--- src/rtl/pipe_pkg.sv ---
// Shared definitions for pipeline stage registers: control-bit positions, the
// MEM/WB control bundle layout and the skid FSM state type.
package pipe_pkg;

  localparam int unsigned CTRL_REGWRITE  = 0;
  localparam int unsigned CTRL_MEMTOREG  = 1;
  localparam int unsigned CTRL_JAL       = 2;
  localparam int unsigned CTRL_LUI       = 3;
  localparam int unsigned CTRL_ALUSRC    = 4;
  localparam int unsigned CTRL_W_DEFAULT = 5;

  // Field order mirrors the bit positions above (regwrite is bit 0).
  typedef struct packed {
    logic alusrc;
    logic lui;
    logic jal;
    logic memtoreg;
    logic regwrite;
  } wb_ctrl_t;

  typedef enum logic {
    StEmptyOrOne,
    StFull
  } skid_state_e;

endpackage

--- src/rtl/pipe_skid_slot.sv ---
// One-entry holding register with a valid flag; clear wins over unload and load.
module pipe_skid_slot #(
  parameter int unsigned DATA_W = 96,
  parameter int unsigned CTRL_W = 5
) (
  input  logic              clk,
  input  logic              reset,
  input  logic              load_i,
  input  logic              unload_i,
  input  logic              clear_i,
  input  logic [CTRL_W-1:0] ctrl_i,
  input  logic [DATA_W-1:0] data_i,
  output logic              valid_o,
  output logic [CTRL_W-1:0] ctrl_o,
  output logic [DATA_W-1:0] data_o
);

  logic              valid_q;
  logic [CTRL_W-1:0] ctrl_q;
  logic [DATA_W-1:0] data_q;

  always_ff @(posedge clk or posedge reset) begin
    if (reset) begin
      valid_q <= 1'b0;
      ctrl_q  <= '0;
      data_q  <= '0;
    end else if (clear_i || unload_i) begin
      valid_q <= 1'b0;
    end else if (load_i) begin
      valid_q <= 1'b1;
      ctrl_q  <= ctrl_i;
      data_q  <= data_i;
    end
  end

  assign valid_o = valid_q;
  assign ctrl_o  = ctrl_q;
  assign data_o  = data_q;

endmodule

--- src/rtl/pipe_stage_reg.sv ---
// Parametrised pipeline stage register with valid/ready handshake, flush and optional skid slot.
// Define PIPE_STAGE_STATS_EN to add the saturating stall_cycles counter output.
module pipe_stage_reg
  import pipe_pkg::*;
#(
  parameter int unsigned DATA_W = 96,
  parameter int unsigned CTRL_W = CTRL_W_DEFAULT,
  parameter int unsigned SKID   = 1
) (
  input  logic              clk,
  input  logic              reset,
  input  logic              in_valid,
  output logic              in_ready,
  input  logic [CTRL_W-1:0] in_ctrl,
  input  logic [DATA_W-1:0] in_data,
  input  logic              flush,
  output logic              out_valid,
  input  logic              out_ready,
  output logic [CTRL_W-1:0] out_ctrl,
  output logic [DATA_W-1:0] out_data
`ifdef PIPE_STAGE_STATS_EN
  ,
  output logic [15:0]       stall_cycles
`endif
);

  logic              valid_q, valid_d;
  logic [CTRL_W-1:0] ctrl_q, ctrl_d;
  logic [DATA_W-1:0] data_q, data_d;
  skid_state_e       state_q, state_d;

  logic              skid_load, skid_unload, skid_clear;
  logic              skid_valid;
  logic [CTRL_W-1:0] skid_ctrl;
  logic [DATA_W-1:0] skid_data;

  logic acc, drn;
  assign acc = in_valid & in_ready;
  assign drn = valid_q & out_ready;

  always_comb begin
    valid_d     = valid_q;
    ctrl_d      = ctrl_q;
    data_d      = data_q;
    state_d     = state_q;
    skid_load   = 1'b0;
    skid_unload = 1'b0;
    skid_clear  = 1'b0;
    if (flush) begin
      valid_d    = 1'b0;
      ctrl_d     = '0;
      state_d    = StEmptyOrOne;
      skid_clear = 1'b1;
    end else if (skid_valid) begin
      // in_ready is low here, so no acc can race the promotion
      if (drn) begin
        valid_d     = 1'b1;
        ctrl_d      = skid_ctrl;
        data_d      = skid_data;
        skid_unload = 1'b1;
        state_d     = StEmptyOrOne;
      end
    end else if (acc && (!valid_q || drn)) begin
      valid_d = 1'b1;
      ctrl_d  = in_ctrl;
      data_d  = in_data;
    end else if (acc) begin
      skid_load = 1'b1;
      state_d   = StFull;
    end else if (drn) begin
      valid_d = 1'b0;
      ctrl_d  = '0;
    end
  end

  always_ff @(posedge clk or posedge reset) begin
    if (reset) begin
      valid_q <= 1'b0;
      ctrl_q  <= '0;
      data_q  <= '0;
    end else begin
      valid_q <= valid_d;
      ctrl_q  <= ctrl_d;
      data_q  <= data_d;
    end
  end

  generate
    if (SKID != 0) begin : g_skid
      pipe_skid_slot #(
        .DATA_W (DATA_W),
        .CTRL_W (CTRL_W)
      ) u_slot (
        .clk      (clk),
        .reset    (reset),
        .load_i   (skid_load),
        .unload_i (skid_unload),
        .clear_i  (skid_clear),
        .ctrl_i   (in_ctrl),
        .data_i   (in_data),
        .valid_o  (skid_valid),
        .ctrl_o   (skid_ctrl),
        .data_o   (skid_data)
      );

      always_ff @(posedge clk or posedge reset) begin
        if (reset) begin
          state_q <= StEmptyOrOne;
        end else begin
          state_q <= state_d;
        end
      end

      // Decoded straight from a flop: no path from out_ready.
      assign in_ready = (state_q == StEmptyOrOne);
    end else begin : g_plain
      assign skid_valid = 1'b0;
      assign skid_ctrl  = '0;
      assign skid_data  = '0;
      assign state_q    = StEmptyOrOne;
      assign in_ready   = !valid_q | out_ready;
    end
  endgenerate

`ifdef PIPE_STAGE_STATS_EN
  logic [15:0] stall_q;

  always_ff @(posedge clk or posedge reset) begin
    if (reset) begin
      stall_q <= '0;
    end else if (valid_q && !out_ready && (stall_q != 16'hFFFF)) begin
      stall_q <= stall_q + 16'd1;
    end
  end

  assign stall_cycles = stall_q;
`endif

  assign out_valid = valid_q;
  assign out_ctrl  = ctrl_q;
  assign out_data  = data_q;

endmodule

--- config.mk ---
export PLATFORM = sky130hd
export DESIGN_NAME = pipe_stage_reg
export DESIGN_NICKNAME = d
export VERILOG_FILES = /design/src/rtl/pipe_pkg.sv /design/src/rtl/pipe_skid_slot.sv /design/src/rtl/pipe_stage_reg.sv
export SDC_FILE = /design/constraint.sdc
export NUM_CORES = 1
export LEC_CHECK = 0
export ABC_AREA = 1
export CAP_MARGIN = 20
export CORE_ASPECT_RATIO = 0.9
export CORE_UTILIZATION = 50
export CTS_CLUSTER_DIAMETER = 100
export CTS_CLUSTER_SIZE = 10
export DETAILED_ROUTE_END_ITERATION = 6
export GPL_TIMING_DRIVEN = 0
export PLACE_DENSITY = 0.79
export RECOVER_POWER = 100
export SLEW_MARGIN = 20
export SYNTH_ARGS = -nofsm -noshare
export SYNTH_HDL_FRONTEND = slang
export SYNTH_SLANG_ARGS = --single-unit
--- constraint.sdc ---
create_clock -name clk -period 19.9 [get_ports clk]
set_clock_uncertainty 0.2 [all_clocks]
set_input_delay 3.98 -clock clk [delete_from_list [all_inputs] [get_ports clk]]
set_output_delay 3.98 -clock clk [all_outputs]
set_load 0.05 [all_outputs]
* Yosys cells after proc, flatten, opt, wreduce, memory -nomap -nowiden
Cells that the tools add are included.
** Operators by class
- Reduce and logical (&&, ||, !) cells :: 12
- Add/subtract/negate cells :: 0
- Magnitude comparators :: 0
- Divide/modulo/power cells :: 0
- Equal/unequal tests :: 4
- Mux-type cells :: 29
- Bitwise operators :: 5
- $mul :: 0
- Shifts and indexed selects :: 0
** Operator list (count)
- 96-bit two-way mux :: 3
- 5-bit two-way mux :: 6
- 1-bit two-way mux :: 20
- 3-bit AND reduction :: 3
- 3-bit nonzero test :: 2
- 4-bit by 2-bit != test with 1-bit output (second input constant) :: 1
- 2-bit nonzero test :: 2
- 3-bit by 2-bit != test with 1-bit output (second input constant) :: 1
- 3-bit != test (second input constant) :: 1
- 1-bit inverter :: 3
- 1-bit bitwise AND :: 2
- 1-bit logical OR :: 2
- 2-bit != test (second input constant) :: 1
- 2-bit AND reduction :: 1
- 1-bit logical AND :: 1
- 1-bit logical NOT :: 1
** Word-level totals
- Memory bits (read-only) :: 0
- Bits in latches :: 0
- Input bits :: 106
- Output and inout bits :: 103
- Memory bits (writable) :: 0
- Bits in registers :: 205
- Logic and storage cells :: 57
- Memories :: 0

* Depth between registers and ports, before layout
Gate-level depths: netlist of run 1.
- Depth in word-level cells :: 8
- Depth in mapped cells :: 9
- Gate-level depth less buffers :: 7

* Cells and area by module
From an unflattened synthesis of run 1, not the netlist that was laid out.
** Second synthesis, totals
- Cells, all modules :: 1243
- Area total of the unflattened synthesis :: 9461.6 um^2
** By module, submodules not included
- pipe_stage_reg :: cells an instance 800, area an instance 5425.2 um^2, seq. area each 2577.5 um^2, instances 1
- pipe_skid_slot :: cells an instance 443, area an instance 4036.4 um^2, seq. area each 2552.4 um^2, instances 1

* Worst setup path before layout of run 1
OpenSTA, ideal clock, no wires.
- Path kind :: input to register
- Start point :: input port flush
- End point :: register g_skid.u_slot.data_q[57], in the netlist g_skid.u_slot.data_o[57]
- Buffers on the path :: 3
- Slack :: 14.738 ns
- Library setup time :: 0.131 ns
- Data required time :: 19.569 ns
- Cell stages on the path :: 7
- Arrival time :: 4.832 ns
- Cells stage by stage :: buf_2 > nor2_4 > nand4_2 > buf_4 > buf_2 > nand2_1 > o21ai_0
** Between the ends
- Cells in the longest elaborated chain, start to end :: 4
- Elaborated cells between the ends (all ways) :: 6
- Classes of those cells :: mux: 3; bitwise: 1; reduce/logical: 2
** Ends and longest elaborated chain
- start, declared :: RTL line pipe_stage_reg.sv:16 : input logic flush,
- 1-bit two-way mux :: RTL line pipe_stage_reg.sv:49 : if (flush) begin
- 1-bit logical OR :: RTL line pipe_skid_slot.sv:27 : end else if (clear_i || unload_i) begin
- 1-bit inverter (no line)
- 2-bit AND reduction (no line) (*)
- end signal, assigned :: RTL line pipe_skid_slot.sv:32 : data_q <= data_i;
- end, declared :: RTL line pipe_skid_slot.sv:20 : logic [DATA_W-1:0] data_q;
Mark *: on every way between the ends. The rest lies on a longest branch, timed or not.
A chain may end at the register's enable or synchronous reset.

==> impl_metrics.ini, run 1 <==
[cts]
cts_htree_levels = 1
worstSkewPairLatency_ns = 0.51
root_buffer = clkbuf_16
cts_resized = 0
cts_tree = yes
cts.sinks = 205
path_clk_slew_ns = 0.05
hold_buffers = 0
post_cts_buffers = 0
clk_path_buf_depth = 3
numCtsBuffers = 24

[worst_setup_path]
criticalPathCategory = in2async
crit_buf_inv = 2
critPathMaxStageDelay_ns = 2.43
critPathLaunchType = primary input
path_delay_family = buffers and inverters
reg2reg_depth = 8
slowest_stage = clkinvlp_2
worstPathMaxFanout = 99
regToRegSetupSlack_ns = 17.09
cp.depth = 2
crit_chain = dlygate4sd3_1 > clkinvlp_2
startpoint = reset
required_ns = 19.54
r2r-start = g_skid.u_slot.valid_o$_DFFE_PP0P_
rr_endpoint = out_data[0]$_DFFE_PP0P_
crit_path_end_kind = asynchronous set/reset pin
crit_arrival_ns = 7.04
crit_path_end = g_skid.u_slot.data_o[90]$_DFFE_PP0P_

[global_route]
grt_max_degree = 108
grt_usage_pct = 26.1
grt_pass1_vias = 7983
grt_pass1_wl_mm = 40.5
antenna_found_initial = 1
overflow = 0

[hold_path]
hold_path.class = reg2reg

[timing]
slew_viol_final = 99
worst_pin_slew_ns = 4.37
min_period_over_period_pct = 37.2
setup_ws_ns = 12.50
hold_viol_final = 0
setup_viol = 0
final.min_clock_period_ns = 7.40
slew_headroom_pct = -193
max_clock_freq_mhz = 135
fin_tns_setup_ns = 0
rsz0062_at_grt = false
whs_ns = 0.262

[final_layout]
register_area_sq_um = 5130
area_growth_pct = 31.9
final_nets = 1479
fillerInstances = 1448
final_util_pct = 68.3
final_layout_size_suffix_gt1_share_pct = 4.59
final_common_cell = nand2_1
multi_input_area_sq_um = 3280
antenna_cells = 0
final_cell_mix = nand2_1 (424), dfrtp_1 (205), o21ai_0 (188)

[placement]
dp_slack_ns = 13.92
place_congestion = 0.842
place_hpwl_mm = 17.1
numPortBuffers = 207

[yosys]
synth_cells = 1139
syn-num-nets = 1245
synth_top_area_share_pct = 55.3
seq_area_frac_synth_pct = 55.3
syn_avg_cell_area_sq_um = 8.14
synthTopCellsByArea = dfrtp_1 (55%), nand2_1 (17%), o21ai_0 (7.3%)
netlist_area_sq_um = 9270
synth-seq-cells = 205
synth_warnings = 0
synth_cell_types = 20
yosys.area.top_type = dfrtp_1

[detailed_routing]
routed_via_density = 5.27
drt-total-wl_mm = 24.7
ant_nets = 0
wl_per_cell_um = 15.3
drc = 0
dr_total_vias = 8499
dr.pass1.iters = 5
drtIter0Drc = 667

[outcome]
outcome = complete, but fails checks
violations = capacitance limit, slew limit

[pwr]
cellLeakagePower_nw = 6.09
p_per_area_nw_per_um2 = 124
finalPower_mw = 1.51
peakVddDrop_mv = 0.0739

[flow_run]
maxCapViolCount = 1

[floorplan]
die_x_um = 146
rows = 46
io_pins = 209
die_area_sq_um = 19100
core-area_sq_um = 17900
initial_core_util_pct = 51.8
die_height_um = 131
-- state kept, by name, summed over array words and instances (netlist names) --
register	flops
g_skid.u_slot.data_o	96
out_valid	1
state_q	1
out_data	96
g_skid.u_slot.ctrl_o	5
out_ctrl	5
g_skid.u_slot.valid_o	1
-- cells by family (layout without fill, tap and decap cells) --
family | after synthesis | after routing | share of synthesized area [%]
flip-flops | 205 | 205 | 55.3
AND/OR/NAND/NOR | 531 | 531 | 24.5
AO/OA/AOI/OAI | 206 | 206 | 11.1
buffers and inverters | 197 | 431 | 9.07
-- per-stage QoR --
step	cell area (sq um)	instances
finish	12200	1613
global placement	11600	1586
global route	12200	1613
CTS	12300	1613
detailed placement	11700	1587
floorplan	9270	1139
-- Yosys cell counts --
master,instances
nor2_2,1
o21ai_1,63
dfrtp_1,205
buf_2,45
nand4_2,1
nand3_2,1
buf_1,4
nand2_4,1
clkbuf_1,28
nand2_1,423
nand4_1,96
buf_6,4
buf_4,4
nand2_2,1
o21ai_0,135
nor2_1,6
a21oi_1,8
inv_2,2
nor2_4,1
inv_1,110
-- area by class of cell --
class | count | share of cell area, %
repair buffers | 208 | 17.2
inverters | 112 | 3.45
clock buffers | 25 | 5.11
plain buffers | 85 | 3.02
well taps | 240 | 2.45
flip-flops and latches | 205 | 41.9
clock inverters | 1 | 0.0614
multi-input cells | 737 | 26.8
-- worst min path at each step --
stage                                                end                                  from  depth (start not counted)  slack (ns)
floorplan           g_skid.u_slot.data_o[57]$_DFFE_PP0P_  g_skid.u_slot.data_o[57]$_DFFE_PP0P_                          2        0.25
finish                          out_data[80]$_DFFE_PP0P_              out_data[80]$_DFFE_PP0P_                          2        0.26
global placement                out_data[80]$_DFFE_PP0P_              out_data[80]$_DFFE_PP0P_                          2        0.25
global route                    out_data[16]$_DFFE_PP0P_              out_data[16]$_DFFE_PP0P_                          2        0.28
detailed placement              out_data[82]$_DFFE_PP0P_              out_data[82]$_DFFE_PP0P_                          2        0.26
CTS                             out_data[45]$_DFFE_PP0P_              out_data[45]$_DFFE_PP0P_                          2        0.27
-- power breakdown --
| group | switching (mW) | internal, mW | leakage [nW] |
|---|---|---|---|
| sequential | 0.0719 | 0.554 | 2.58 |
| clock | 0.154 | 0.219 | 0.308 |
| combinational | 0.353 | 0.160 | 3.20 |
| total | 0.579 | 0.934 | 6.09 |
-- layer usage --
metal	vias to the layer above	global-route usage (%)	share of wire, %
li1	4132	-	-
met1	3974	37.2	44
met2	337	40.8	45
met3	54	4.79	7.6
met4	2	7.60	2.6
met5	-	0	0.053
(Power assumes the default switching activity.)
==> run 2: changes to the inputs <==
==> constraint.sdc (replaced) <==
create_clock -name clk -period 7.6 [get_ports clk]
set_clock_uncertainty 0.2 [all_clocks]
set_input_delay 1.52 -clock clk [delete_from_list [all_inputs] [get_ports clk]]
set_output_delay 1.52 -clock clk [all_outputs]
set_load 0.05 [all_outputs]
==> run 2 against run 1 <==
  * Largest power group unchanged
  * Sequential cell count is the same
  * Critical endpoint unchanged
  * Critical path depth is the same
  * Via count is the same
  * Design area is the same
  * Sequential share of layout area is the same
  * The flow still finishes with violations (capacitance limit, slew limit)
  * Critical path type unchanged
==> impl_metrics.ini, run 2 (synthesized netlist as in run 1, its figures left out) <==
[outcome]
outcome = complete, but fails checks
violations = capacitance limit, slew limit

[cts]
hold_buffers = 0
path_clk_slew_ns = 0.05
root_buffer = clkbuf_16
cts_tree = yes
clk_path_buf_depth = 3
worstSkewPairLatency_ns = 0.51
cts_resized = 0
cts_htree_levels = 1
numCtsBuffers = 24
post_cts_buffers = 0
cts.sinks = 205

[global_route]
use_met3_pct = 4.79
met1_usage_pct = 37.2
grt_usage_pct = 26.1
grt_max_degree = 108
antenna_found_initial = 1
overflow = 0
grt_pass1_vias = 7983
grt_pass1_wl_mm = 40.5
met2_usage_pct = 40.8
busiest_layer = met2

[final_layout]
final_area_sq_um = 12200
area_growth_pct = 31.9
antenna_cells = 0
layoutNonFillerInstCount = 1613
final_common_cell = nand2_1
final_cell_mix = nand2_1 (424), dfrtp_1 (205), o21ai_0 (188)
final_nets = 1479
final_layout_size_suffix_gt1_share_pct = 4.59

[worst_setup_path]
reg2reg_depth = 8
crit_arrival_ns = 4.45
crit_chain = clkdlybuf4s50_1 > clkinvlp_2
crit_buf_inv = 2
crit_path_end_kind = asynchronous set/reset pin
r2r-start = g_skid.u_slot.valid_o$_DFFE_PP0P_
path_delay_family = buffers and inverters
worstPathMaxFanout = 99
slowest_stage = clkinvlp_2
criticalPathCategory = in2async
critPathMaxStageDelay_ns = 2.43
required_ns = 7.25
rr_endpoint = out_data[0]$_DFFE_PP0P_
critPathLaunchType = primary input
regToRegSetupSlack_ns = 4.79

[placement]
placed_area_sq_um = 11700
place_congestion = 0.842
place_hpwl_mm = 17.1
place_inst = 1587
numPortBuffers = 207

[hold_path]
hp-start = out_data[80]$_DFFE_PP0P_
worstHoldPathCells = 2
hold_end = out_data[80]$_DFFE_PP0P_
hold_path.class = reg2reg

[detailed_routing]
wl_per_cell_um = 15.3
drc = 0
drt-total-wl_mm = 24.7
ant_nets = 0
drtIter0Drc = 667
dr_total_vias = 8499
dr.pass1.iters = 5
routed_via_density = 5.27

[floorplan]
core-area_sq_um = 17900
die_x_um = 146
die_area_sq_um = 19100
die_height_um = 131
io_pins = 209
initial_core_util_pct = 51.8
rows = 46

[pwr]
cellLeakagePower_nw = 6.09
p_per_area_nw_per_um2 = 324
peakVddDrop_mv = 0.194

[flow_run]
maxCapViolCount = 1

[timing]
hold_viol_final = 0
final.min_clock_period_ns = 4.80
rsz0062_at_grt = false
max_clock_freq_mhz = 208
slew_headroom_pct = -193
worst_pin_slew_ns = 4.37
min_period_over_period_pct = 63.2
setup_viol = 0
slew_viol_final = 99
## run 2: cell types whose count changed in the layout (fill, tap and decap cells not counted)
cell,change
clkdlybuf4s50_1,+1
dlygate4sd3_1,-1
## run 2: where the power goes
part | internal [mW] | switching, mW
Sequential | 1.45 | 0.188
Clock | 0.574 | 0.403
Combinational | 0.420 | 0.923
## run 2: area by class of cell
| cell class | instances | area [sq um] |
|---|---|---|
| Fill cell | 1448 | 5670 |
| Sequential cell | 205 | 5130 |
| Multi-Input combinational cell | 737 | 3280 |
| Timing Repair Buffer | 208 | 2100 |
| Clock buffer | 25 | 626 |
| Inverter | 112 | 422 |
| Buffer | 85 | 369 |
| Tap cell | 240 | 300 |
| Clock inverter | 1 | 7.51 |
## run 2: how the worst max path moves through the flow
| stage | slack, ns | startpoint | depth (start not counted) | to |
|---|---|---|---|---|
| CTS | 4.05 | state_q$_DFFE_PP0P_ | 2 | in_ready |
| floorplan | 0.28 | reset | 1 | g_skid.u_slot.ctrl_o[0]$_DFFE_PP0P_ |
| global route | 2.07 | reset | 2 | out_data[90]$_DFFE_PP0P_ |
| finish | 2.80 | reset | 2 | g_skid.u_slot.data_o[90]$_DFFE_PP0P_ |
| global placement | -2.29 | reset | 2 | out_data[89]$_DFFE_PP0P_ |
| detailed placement | 4.08 | in_valid | 10 | out_data[0]$_DFFE_PP0P_ |
## run 2: metrics by stage
| step | setup slack (ns) | hold slack, ns | util, % | power (mW) | setup TNS, ns |
|---|---|---|---|---|---|
| 2_1_floorplan | 0.284 | 0.253 | - | 2.56 | 0 |
| 3_3_place_gp | -2.29 | 0.252 | 65.0 | 3.03 | -467.34 |
| 3_5_place_dp | 4.08 | 0.258 | 65.2 | 3.07 | 0 |
| 4_1_cts | 4.05 | 0.271 | 68.8 | 4.06 | 0 |
| 5_1_grt | 2.07 | 0.283 | 68.3 | 4.17 | 0 |
| 6_report | 2.80 | 0.262 | 68.3 | 3.96 | 0 |
## run 2: layer usage
layer / part of all wire, % / wire length [um] / vias to the layer above
met1: 44 / 11000 / 3974
met5: 0.053 / 13 / -
li1: - / - / 4132
met3: 7.6 / 1880 / 54
met2: 45 / 11200 / 337
met4: 2.6 / 646 / 2
## run 2: worst reg2reg max path: stages, from the launching register on
cell and delay, ns:
dfrtp_1 0.45, buf_6 0.20, inv_2 0.11, nand2_1 0.27
nand3_1 0.40, clkbuf_1 0.49, clkbuf_1 0.44, nand2_1 0.10
nand2_1 0.08
==> run 3: changes to the inputs <==
--- a/config.mk
+++ b/config.mk
@@ -8,12 +8,12 @@
 export ABC_AREA = 1
 export CAP_MARGIN = 20
 export CORE_ASPECT_RATIO = 0.9
-export CORE_UTILIZATION = 50
+export CORE_UTILIZATION = 46
 export CTS_CLUSTER_DIAMETER = 100
 export CTS_CLUSTER_SIZE = 10
 export DETAILED_ROUTE_END_ITERATION = 6
 export GPL_TIMING_DRIVEN = 0
-export PLACE_DENSITY = 0.79
+export PLACE_DENSITY = 0.77
 export RECOVER_POWER = 100
 export SLEW_MARGIN = 20
 export SYNTH_ARGS = -nofsm -noshare
==> constraint.sdc (replaced) <==
create_clock -name clk -period 4.06 [get_ports clk]
set_clock_uncertainty 0.2 [all_clocks]
set_input_delay 0.812 -clock clk [delete_from_list [all_inputs] [get_ports clk]]
set_output_delay 0.812 -clock clk [all_outputs]
set_load 0.05 [all_outputs]
==> run 3 against run 2 <==
  * The flow now finishes without violations
  * Wire length up 5.5%
  * Register-to-register slack worse by 3.6 ns
  * Largest cell class unchanged
  * Total power up 88%
  * Critical path depth up 8
  * Worst hold slack about the same
  * Clock power up 90%
==> impl_metrics.ini, run 3 (synthesized netlist as in run 1, its figures left out) <==
[detailed_routing]
drc = 0
drt-total-wl_mm = 26.1
ant_nets = 0
drtIter0Drc = 613
wl_per_cell_um = 16.0
dr.pass1.iters = 5
routed_via_density = 5.30
dr_total_vias = 8623

[floorplan]
initial_core_util_pct = 47.6
die_area_sq_um = 20700
die_x_um = 152
io_pins = 209
die_height_um = 137
rows = 48
core-area_sq_um = 19500

[final_layout]
final_area_sq_um = 12300
antenna_cells = 0
area_growth_pct = 32.9
final_common_cell = nand2_1
final_layout_size_suffix_gt1_share_pct = 4.93
final_cell_mix = nand2_1 (424), dfrtp_1 (205), o21ai_0 (188)
fillerInstances = 1673
multi_input_area_sq_um = 3280
final_util_pct = 63.3
register_area_sq_um = 5130
final_nets = 1484

[placement]
place_hpwl_mm = 18.5
dp_slack_ns = 1.23
numPortBuffers = 207
place_congestion = 0.807
placed_area_sq_um = 11800

[timing]
final.min_clock_period_ns = 3.09
hold_viol_final = 0
min_period_over_period_pct = 76.2
whs_ns = 0.262
worst_pin_slew_ns = 1.30
max_clock_freq_mhz = 323
slew_viol_final = 0
setup_viol = 0
rsz0062_at_grt = false
setup_ws_ns = 0.966
slew_headroom_pct = 13.0

[worst_setup_path]
critPathLaunchType = primary input
critPathMaxStageDelay_ns = 0.55
crit_arrival_ns = 3.33
path_delay_family = buffers and inverters
cp.depth = 10
r2r-start = g_skid.u_slot.valid_o$_DFFE_PP0P_
startpoint = in_valid
slowest_stage = clkbuf_1
crit_chain = dlygate4sd3_1 > inv_1 > nor2_1 > nand2_1 > nand2_1 > nand3_1 > clkbuf_1 > clkbuf_1 > nand2_1 > nand2_1
required_ns = 4.30
crit_path_end_kind = register
criticalPathCategory = in2reg
reg2reg_depth = 8
worstPathMaxFanout = 10
crit_buf_inv = 4
crit_top_cell = nand2_1

[pwr]
p_per_area_nw_per_um2 = 606
cellLeakagePower_nw = 6.13
peakVddDrop_mv = 0.344
finalPower_mw = 7.46

[global_route]
grt_max_degree = 35
overflow = 0
antenna_found_initial = 2
grt_pass1_wl_mm = 41.7
grt_pass1_vias = 8318
grt_usage_pct = 25.6

[cts]
worstSkewPairLatency_ns = 0.51
root_buffer = clkbuf_16
cts_htree_levels = 1
path_clk_slew_ns = 0.05
cts_tree = yes
cts_resized = 0
cts.sinks = 205
hold_buffers = 0
post_cts_buffers = 0
clk_path_buf_depth = 3
numCtsBuffers = 24

[outcome]
outcome = complete, no violations

[hold_path]
hp-start = out_data[46]$_DFFE_PP0P_
hold_path.class = reg2reg
worstHoldPathCells = 2

[flow_run]
maxCapViolCount = 0
==> run 3: final cells by class <==
| class | instances | share of cell area [%] |
|---|---|---|
| Tap cell | 250 | 2.54 |
| Multi-Input combinational cell | 737 | 26.6 |
| Clock inverter | 1 | 0.0609 |
| Inverter | 112 | 3.42 |
| Sequential cell | 205 | 41.6 |
| Timing Repair Buffer | 213 | 17.7 |
| Clock buffer | 25 | 5.08 |
| Buffer | 85 | 3.00 |
==> run 3: where the power goes <==
part | leakage, nW | internal [mW] | switching, mW
Sequential | 2.58 | 2.71 | 0.362
Clock | 0.308 | 1.08 | 0.781
Combinational | 3.24 | 0.793 | 1.74
==> run 3: worst paths after layout <==
kind,to,slack [ns]
worst min-delay path,out_data[46]$_DFFE_PP0P_,0.26
worst max register to register,out_data[7]$_DFFE_PP0P_,1.24
worst min register to register,out_data[46]$_DFFE_PP0P_,0.26
max in group asynchronous,out_data[34]$_DFFE_PP0P_,1.23
worst max-delay path,out_data[7]$_DFFE_PP0P_,0.97
min in group asynchronous,out_data[0]$_DFFE_PP0P_,0.84
==> run 3: stage by stage <==
stage | TNS, ns | instances
3_5_place_dp | 0 | 1602
5_1_grt | 0 | 1628
2_1_floorplan | 0 | 1139
4_1_cts | 0 | 1628
6_report | 0 | 1628
3_3_place_gp | -247.04 | 1596
==> run 3: routing by layer <==
layer  routed length (um)  vias up  track usage [%]
li1                     -     4141                -
met1                11500     4085             36.0
met2                11800      349             40.3
met3                 2180       46             5.13
met4                  566        2             6.60
met5                   11        -                0
==> run 3: worst min-delay path, stage by stage (launching register included) <==
cell	delay, ns
dfrtp_1	0.33
nand2_1	0.05
nand2_1	0.05
